**src/rtl/mcp_ctrl.sv**
```systemverilog
// Multicycle MIPS main controller: phase FSM with memory-handshake watchdog.
// Optional MCP_PERF_EN adds free-running cycle/instruction counters.
module mcp_ctrl #(
  parameter int TIMEOUT = 16,
  parameter int STATE_W = 4
) (
  input  logic               clk,
  input  logic               reset,
  input  logic [5:0]         opcode,
  input  logic               mem_ready,
  output logic               pc_write,
  output logic               pc_write_cond,
  output logic               beq,
  output logic               i_or_d,
  output logic               mem_read,
  output logic               mem_write,
  output logic               ir_write,
  output logic               mem_to_reg,
  output logic               reg_dst,
  output logic               reg_write,
  output logic               alu_src_a,
  output logic [1:0]         alu_src_b,
  output logic [1:0]         alu_op,
  output logic [1:0]         pc_source,
  output logic [STATE_W-1:0] state,
  output logic               instr_done,
  output logic               illegal_op,
  output logic               mem_err
`ifdef MCP_PERF_EN
  ,
  output logic [31:0]        cycle_cnt,
  output logic [31:0]        instr_cnt
`endif
);

  typedef enum logic [3:0] {
    S_FETCH = 4'd0, S_DECODE = 4'd1, S_MEMADR = 4'd2, S_MEMRD = 4'd3,
    S_MEMWB = 4'd4, S_MEMWR  = 4'd5, S_EXEC   = 4'd6, S_RWB   = 4'd7,
    S_BRANCH = 4'd8, S_JUMP  = 4'd9, S_IEXEC  = 4'd10, S_IWB  = 4'd11
  } state_t;

  localparam int CNT_W = (TIMEOUT > 1) ? $clog2(TIMEOUT) : 1;
  localparam logic [CNT_W-1:0] WD_LAST = CNT_W'((TIMEOUT > 0) ? TIMEOUT - 1 : 0);

  state_t           r_state;
  state_t           w_next;
  logic [CNT_W-1:0] r_wd_cnt;
  logic             w_wait;
  logic             w_expire;

  assign w_wait   = ((r_state == S_FETCH) || (r_state == S_MEMRD) || (r_state == S_MEMWR))
                    && !mem_ready;
  // Ready on the expiry cycle counts as completion, so only a stalled cycle can expire.
  assign w_expire = (TIMEOUT > 0) && w_wait && (r_wd_cnt == WD_LAST);

  always_comb begin
    w_next = S_FETCH;
    case (r_state)
      S_FETCH:  w_next = (mem_ready || w_expire) ? (mem_ready ? S_DECODE : S_FETCH) : S_FETCH;
      S_DECODE: begin
        case (opcode)
          6'h00:        w_next = S_EXEC;
          6'h23, 6'h2B: w_next = S_MEMADR;
          6'h04, 6'h05: w_next = S_BRANCH;
          6'h02:        w_next = S_JUMP;
          6'h08, 6'h0C: w_next = S_IEXEC;
          default:      w_next = S_FETCH;
        endcase
      end
      S_MEMADR: w_next = (opcode == 6'h2B) ? S_MEMWR : S_MEMRD;
      S_MEMRD:  w_next = mem_ready ? S_MEMWB : (w_expire ? S_FETCH : S_MEMRD);
      S_MEMWR:  w_next = (mem_ready || w_expire) ? S_FETCH : S_MEMWR;
      S_EXEC:   w_next = S_RWB;
      S_IEXEC:  w_next = S_IWB;
      default:  w_next = S_FETCH;
    endcase
  end

  always_ff @(posedge clk) begin
    if (reset) begin
      r_state  <= S_FETCH;
      r_wd_cnt <= '0;
    end else begin
      r_state <= w_next;
      if ((w_next != r_state) || w_expire) r_wd_cnt <= '0;
      else if (w_wait)                     r_wd_cnt <= r_wd_cnt + 1'b1;
    end
  end

  always_comb begin
    pc_write = 1'b0; pc_write_cond = 1'b0; beq = 1'b1; i_or_d = 1'b0;
    mem_read = 1'b0; mem_write = 1'b0; ir_write = 1'b0; mem_to_reg = 1'b0;
    reg_dst = 1'b0; reg_write = 1'b0; alu_src_a = 1'b0; alu_src_b = 2'b00;
    alu_op = 2'b00; pc_source = 2'b00; instr_done = 1'b0; illegal_op = 1'b0;
    mem_err = 1'b0;
    state = STATE_W'(r_state);
    case (r_state)
      S_FETCH: begin
        mem_read = 1'b1; alu_src_b = 2'b01;
        ir_write = mem_ready; pc_write = mem_ready; mem_err = w_expire;
      end
      S_DECODE: begin
        alu_src_b = 2'b11;
        if (w_next == S_FETCH) begin
          illegal_op = 1'b1; instr_done = 1'b1;
        end
      end
      S_MEMADR: begin alu_src_a = 1'b1; alu_src_b = 2'b10; end
      S_MEMRD:  begin mem_read = 1'b1; i_or_d = 1'b1; mem_err = w_expire; end
      S_MEMWB:  begin reg_write = 1'b1; mem_to_reg = 1'b1; instr_done = 1'b1; end
      S_MEMWR: begin
        // Strobe is withdrawn on the expiry cycle so the abandoned store never lands.
        mem_write = !w_expire; i_or_d = 1'b1; instr_done = mem_ready; mem_err = w_expire;
      end
      S_EXEC:   begin alu_src_a = 1'b1; alu_op = 2'b10; end
      S_RWB:    begin reg_write = 1'b1; reg_dst = 1'b1; instr_done = 1'b1; end
      S_BRANCH: begin
        alu_src_a = 1'b1; alu_op = 2'b01; pc_write_cond = 1'b1; pc_source = 2'b01;
        instr_done = 1'b1; beq = (opcode == 6'h04);
      end
      S_JUMP:   begin pc_write = 1'b1; pc_source = 2'b10; instr_done = 1'b1; end
      S_IEXEC:  begin alu_src_a = 1'b1; alu_src_b = 2'b10; alu_op = (opcode == 6'h0C) ? 2'b11 : 2'b00; end
      S_IWB:    begin reg_write = 1'b1; instr_done = 1'b1; end
      default: ;
    endcase
    if (reset) begin
      pc_write = 1'b0; pc_write_cond = 1'b0; beq = 1'b0; i_or_d = 1'b0;
      mem_read = 1'b0; mem_write = 1'b0; ir_write = 1'b0; mem_to_reg = 1'b0;
      reg_dst = 1'b0; reg_write = 1'b0; alu_src_a = 1'b0; alu_src_b = 2'b00;
      alu_op = 2'b00; pc_source = 2'b00; instr_done = 1'b0; illegal_op = 1'b0;
      mem_err = 1'b0; state = '0;
    end
  end

`ifdef MCP_PERF_EN
  always_ff @(posedge clk) begin
    if (reset) begin
      cycle_cnt <= '0;
      instr_cnt <= '0;
    end else begin
      cycle_cnt <= cycle_cnt + 32'd1;
      if (instr_done) instr_cnt <= instr_cnt + 32'd1;
    end
  end
`endif

endmodule
```
**config.mk**
```make
export PLATFORM = sky130hd
export DESIGN_NAME = mcp_ctrl
export DESIGN_NICKNAME = d
export VERILOG_FILES = /design/src/rtl/mcp_ctrl.sv
export SDC_FILE = /design/constraint.sdc
export NUM_CORES = 1
export LEC_CHECK = 0
export ABC_AREA = 0
export CAP_MARGIN = 15
export CORE_AREA = 2 2 59 50
export CTS_CLUSTER_DIAMETER = 50
export DETAILED_ROUTE_END_ITERATION = 12
export DIE_AREA = 0 0 61 52
export HOLD_SLACK_MARGIN = 0.06
export PLACE_DENSITY = 0.74
export RECOVER_POWER = 100
export SKIP_CTS_REPAIR_TIMING = 1
export SYNTH_ARGS = -nofsm -noshare
export SYNTH_HDL_FRONTEND = slang
export SYNTH_SLANG_ARGS = --single-unit
```
**constraint.sdc**
```tcl
create_clock -name clk -period 1.49 [get_ports clk]
set_input_delay 0.298 -clock clk [delete_from_list [all_inputs] [get_ports clk]]
set_output_delay 0.298 -clock clk [all_outputs]
set_load 0.05 [all_outputs]
```
==> insert_results.sql, run 1 <==
INSERT INTO impl_metrics (metric_group, metric, value, unit) VALUES
('floorplanning', 'io-pin-count', '33', ''),
('yosys', 'synth_warnings', '0', ''),
('yosys', 'mean_syn_cell_area', '6.80', 'um^2'),
('cts', 'clock_tree.htree_level_count', '1', ''),
('yosys', 'mappedNetlistNets', '153', ''),
('floorplanning', 'placement_rows', '17', ''),
('cts', 'ctsRootBufferMaster', 'sky130_fd_sc_hd__clkbuf_4', ''),
('cts', 'ctsLongestPathBuffers', '2', ''),
('place', 'place.port_buffers', '32', ''),
('status', 'outcome', 'stopped before the end', ''),
('cts', 'cts_made_buffers', '3', ''),
('status', 'stop_error', '[ERROR DPL-0038] Utilization greater than 100%, impossible to legalize', ''),
('timing', 'grt-worst-endpoint', 'illegal_op', ''),
('yosys', 'synth_seq_cells', '8', ''),
('yosys', 'dominantRegCellSynth', 'sky130_fd_sc_hd__dfxtp_1', ''),
('yosys', 'synth_top_family_by_area', 'simple AND/OR/NAND/NOR gates', ''),
('yosys', 'fraction_of_the_mapped_netlist_area_in_compound_gates', '27.8', '%'),
('place', 'detailed_place_hpwl', '3390', 'um'),
('cts', 'tritoncts_num_sinks', '8', ''),
('yosys', 'synth_async_sr_flop_share', '0', '%'),
('status', 'outcome.stop_stage', '5_1_grt', ''),
('place', 'gp_routability_congestion', '0.867', ''),
('yosys', 'post_synth_fa_ha_maj_area_fraction', '1.29', '%'),
('floorplanning', 'die_w', '61', 'um'),
('floorplanning', 'start_util', '37.2', '%'),
('yosys', 'synth_simple_gate_area_share', '39.9', '%'),
('timing', 'worstEpCategory', 'top-level output', ''),
('yosys', 'fraction_of_synthesized_area_in_multiplexers', '2.06', '%'),
('yosys', 'edff_count_synth', '0', ''),
('yosys', 'ys_seq_area_share', '16.5', '%'),
('yosys', 'synth_cell_type_count', '44', ''),
('yosys', 'synthCells', '143', ''),
('floorplanning', 'die_h', '52', 'um'),
('yosys', 'synthesis.area', '972', 'um^2'),
('global_routing', 'grt_max_degree', '11', ''),
('yosys', 'synth_xor_area_share', '4.50', '%');
synth_stat cells, drive strengths merged, types with 2 or more instances:
cell type	n	area share, %
xnor2	4	3.6
or2	2	1.3
inv	5	1.9
nand2b	3	1.9
a211oi	6	4.6
clkbuf	7	2.7
dfxtp	8	16
mux2i	2	2.1
a21oi	6	3.1
nor2b	4	2.6
nor4	8	5.1
nand2	8	3.1
o21ai	11	6.0
nor3	11	5.7
buf	5	3.3
nand4	3	1.9
a211o	2	1.8
nor2	18	6.9
a31oi	5	3.2
nand3	6	3.1
metrics by stage:
step | utilization, % | instances | setup slack (ns) | hold slack (ns) | cell area, um^2
after CTS | 87.0 | 263 | -1.05 | 0.557 | 2280
after detailed placement | 86.1 | 260 | -1.04 | 0.627 | 2250
after global placement | 86.1 | 260 | -0.975 | 0.614 | 2250
after floorplan | - | 143 | -0.602 | 0.523 | 1350
cells by family after synthesis:
family          count (synthesis)
compound gates                 39
xor+xnor                        5
fa+ha+maj                       1
buf+inv                        17
flops                           8
mux                             2
simple gates                   71
==> run 2: changes to the inputs <==
Settings changed: CORE_AREA 2 2 59 50 to 2 2 66 68, CTS_CLUSTER_DIAMETER 50 to not set, DIE_AREA 0 0 61 52 to 0 0 68 70, HOLD_SLACK_MARGIN 0.06 to not set, PLACE_DENSITY 0.74 to not set, PLACE_DENSITY_LB_ADDON set to 0.15.
Clock period 1.49 ns to 1.9 ns, I/O delays scaled along.
==> insert_results.sql, run 2 <==
INSERT INTO impl_metrics (metric_group, metric, value, unit) VALUES
('cts', 'ctsRootBufferMaster', 'sky130_fd_sc_hd__clkbuf_8', ''),
('global_routing', 'grt_max_degree', '16', ''),
('yosys', 'synth_warnings', '0', ''),
('yosys', 'synth_seq_cells', '8', ''),
('yosys', 'synth_async_sr_flop_share', '0', '%'),
('floorplanning', 'die_h', '70', 'um'),
('cts', 'worst_skew_pair_latency', '0.23', 'ns'),
('drt', 'wl', '4200', 'um'),
('place', 'gp_routability_congestion', '0.928', ''),
('timing', 'grt_setup_unrepaired', 'yes', ''),
('place', 'detailed_place_hpwl', '3220', 'um'),
('timing', 'worst_slew_pin_tran', '0.520', 'ns'),
('global_routing', 'grt_pass1_wl', '6550', 'um'),
('yosys', 'ys_seq_area_share', '16.5', '%'),
('run', 'maxCapViolations', '0', ''),
('status', 'violations_in_the_final_reports', 'setup timing', ''),
('yosys', 'mean_syn_cell_area', '6.80', 'um^2'),
('min_path', 'hold_path.startpoint', 'r_state[1]$_SDFF_PP0_', ''),
('final_layout', 'drive_gt1_share', '65.7', '%'),
('floorplanning', 'placement_rows', '24', ''),
('drt', 'antenna_left', '0', ''),
('worst_setup_path', 'capture_instance_of_the_worst_register_to_register_path', 'r_wd_cnt[2]$_SDFFE_PP0P_', ''),
('drt', 'drcViolationCount', '0', ''),
('yosys', 'synthesis.area', '972', 'um^2'),
('drt', 'detailroute.via_count', '1463', ''),
('yosys', 'synthCells', '143', ''),
('floorplanning', 'start_util', '23.5', '%'),
('yosys', 'synth.largest_area_cell', 'sky130_fd_sc_hd__dfxtp_1', ''),
('power', 'vdd_ir_drop_max', '0.145', 'mV'),
('drt', 'route.detailed.vias_per_inst', '5.19', ''),
('final_layout', 'stdcell_area', '2490', 'um^2'),
('min_path', 'hold_path.class', 'flip-flop to flip-flop', ''),
('worst_setup_path', 'rr_worst_depth', '6', ''),
('worst_setup_path', 'crit_path_start_kind', 'flip-flop', ''),
('timing', 'setup_slack', '-0.449', 'ns'),
('final_layout', 'post_layout_nets', '242', ''),
('timing', 'skew', '0.00378', 'ns'),
('floorplanning', 'io-pin-count', '33', ''),
('yosys', 'edff_count_synth', '0', ''),
('timing', 'slew_headroom', '64.9', '%'),
('final_layout', 'biggestRegsByFlops', 'r_state x4, r_wd_cnt x4', ''),
('cts', 'ctsLongestPathBuffers', '2', ''),
('drt', 'first_pass_iters', '4', ''),
('floorplanning', 'core_region_area', '4140', 'um^2'),
('place', 'placed_cell_areas', '2080', 'um^2'),
('timing', 'min_period_over_period', '124', '%'),
('power', 'power.leakage', '0.993', 'nW'),
('worst_setup_path', 'endpoint_kind', 'output pin', ''),
('worst_setup_path', 'reg2reg_setup_slack', '0.11', 'ns'),
('min_path', 'worst_hold_path.endpoint', 'r_state[0]$_SDFF_PP0_', ''),
('timing', 'timing.final.crit_period', '2.35', 'ns'),
('worst_setup_path', 'critical_path.reg2reg.startpoint', 'r_state[2]$_SDFF_PP0_', ''),
('yosys', 'post_synth_fa_ha_maj_area_fraction', '1.29', '%'),
('timing', 'setup-violations-final', '14', ''),
('place', 'place.port_buffers', '32', ''),
('timing', 'slew_viol_final', '0', ''),
('worst_setup_path', 'cp_data_arrival_time', '1.97', 'ns'),
('final_layout', 'multiInputGateArea', '1110', 'um^2'),
('place', 'pre_cts_slack', '-0.665', 'ns'),
('min_path', 'timing.hold.worst_path_depth', '2', ''),
('power', 'power_density', '289', 'nW/um^2'),
('cts', 'cts_tree', 'built', ''),
('yosys', 'synth_most_common_cell', 'sky130_fd_sc_hd__nor2_1', ''),
('timing', 'setup_total_negative_slack', '-2.53', 'ns'),
('yosys', 'synth.top_cells.by_area', 'sky130_fd_sc_hd__dfxtp_1, sky130_fd_sc_hd__nor2_1, sky130_fd_sc_hd__nor3_1', ''),
('yosys', 'fraction_of_the_mapped_netlist_area_in_compound_gates', '27.8', '%'),
('cts', 'tritoncts_num_sinks', '8', ''),
('final_layout', 'commonest_cells_after_routing_fill_and_taps_aside', 'sky130_fd_sc_hd__buf_4, sky130_fd_sc_hd__buf_6, sky130_fd_sc_hd__buf_12, sky130_fd_sc_hd__nor2_1', ''),
('yosys', 'synth_top_family_by_area', 'simple AND/OR/NAND/NOR gates', ''),
('yosys', 'synthTopCellsByCount', 'sky130_fd_sc_hd__nor2_1, sky130_fd_sc_hd__nor3_1, sky130_fd_sc_hd__o21ai_0', ''),
('final_layout', 'area_delta_synth_final', '157', '%'),
('status', 'outcome', 'finished, violations left', ''),
('place', 'post-place-cells', '261', ''),
('timing', 'final_hold_violation_count', '0', ''),
('yosys', 'mappedNetlistNets', '153', ''),
('yosys', 'yosys.area.top_type_share', '16.5', '%'),
('yosys', 'synth_simple_gate_area_share', '39.9', '%'),
('drt', 'post_drt_wl_per_cell', '14.9', 'um'),
('global_routing', 'global_route.overflow_total', '0', ''),
('yosys', 'fraction_of_synthesized_area_in_multiplexers', '2.06', '%'),
('yosys', 'synth_xor_area_share', '4.50', '%'),
('final_layout', 'leading_cell_type_in_the_layout_fill_and_taps_excluded', 'sky130_fd_sc_hd__buf_4', ''),
('drt', 'first_iter_violations', '40', ''),
('final_layout', 'layout.filler_cells', '344', ''),
('timing', 'clock.fmax', '0.426', 'GHz'),
('global_routing', 'grt_antenna_before_repair', '0', ''),
('cts', 'clock_tree.htree_level_count', '1', ''),
('final_layout', 'ff_latch_area', '175', 'um^2'),
('floorplanning', 'die-area', '4760', 'um^2'),
('worst_setup_path', 'worst_ep_required_time', '1.52', 'ns'),
('cts', 'cts.clk_slew.worst_paths', '0.05', 'ns'),
('floorplanning', 'die_w', '68', 'um'),
('worst_setup_path', 'path_max_fanout', '8', ''),
('global_routing', 'groute.usage.overall', '17.6', '%'),
('final_layout', 'post_layout_nonfiller_instances', '282', ''),
('cts', 'cts_made_buffers', '3', ''),
('final_layout', 'antenna_cells', '0', ''),
('global_routing', 'first_global_vias', '1394', ''),
('yosys', 'synth_cell_type_count', '44', ''),
('worst_setup_path', 'criticalPathCategory', 'flip-flop to output pin', ''),
('yosys', 'dominantRegCellSynth', 'sky130_fd_sc_hd__dfxtp_1', '');
run 2: cell counts after synthesis:
No cell type changed its count.
run 2: kinds of logic after synthesis:
group / Yosys count
AO/OA/AOI/OAI: 39
AND/OR/NAND/NOR: 71
adder cells (fa/ha/maj): 1
buffers and inverters: 17
XOR/XNOR: 5
multiplexers: 2
flip-flops: 8
run 2: stage by stage:
stage	util, %	total power [mW]	hold WS [ns]
global route	60.2	0.751	0.593
CTS	51.2	0.678	0.568
finish	60.2	0.720	0.582
floorplan	-	0.344	0.523
global placement	50.2	0.462	0.540
detailed placement	50.2	0.467	0.557
run 2: area by class of cell:
cell class                 instances  share of cell area, %
inverter                           5                   1.55
multi-input combinational        118                   44.3
sequential                         8                   7.02
clock buffer                       3                   1.65
tap                               52                   2.61
timing repair buffer              96                   42.8
run 2: worst max-delay path by stage:
stage | from | to | slack, ns | cells after the start
floorplan | r_state[1]$_SDFF_PP0_ | instr_done | -0.28 | 6
global placement | opcode[0] | instr_done | -0.65 | 7
detailed placement | opcode[0] | instr_done | -0.67 | 7
CTS | opcode[0] | instr_done | -0.69 | 7
global route | r_state[1]$_SDFF_PP0_ | illegal_op | -0.49 | 6
finish | r_state[1]$_SDFF_PP0_ | illegal_op | -0.45 | 6
run 2: power breakdown:
part	total (mW)	switching (mW)	internal, mW
combinational	0.333	0.169	0.163
sequential	0.174	0.00638	0.167
clock	0.213	0.0754	0.138
run 2: layer usage:
layer	share of wire [%]	global-route usage, %	vias up
met5	0	0	-
met4	1.0	4.67	0
met3	3.6	2.25	4
met2	52	29.6	30
met1	43	23.3	712
li1	-	-	717
run 2: critical path: stages (launching register included):
cell,delay (ns)
sky130_fd_sc_hd__dfxtp_4,0.37
sky130_fd_sc_hd__and3b_4,0.32
sky130_fd_sc_hd__a22oi_4,0.08
sky130_fd_sc_hd__o21ai_2,0.18
sky130_fd_sc_hd__nand4_1,0.21
sky130_fd_sc_hd__nor4_4,0.38
sky130_fd_sc_hd__buf_12,0.18
No activity file was read; power rests on OpenSTA's default activity.
==> run 3: changes to the inputs <==
Settings changed: ABC_CLOCK_PERIOD_IN_PS set to 1900.
==> results of run 3 <==
No change in the layout: final DEF, timing and power equal those of run 2.
==> run 4: changes to the inputs <==
Settings changed: SLEW_MARGIN set to 10.
==> results of run 4 <==
No change in the layout: final DEF, timing and power equal those of run 2.
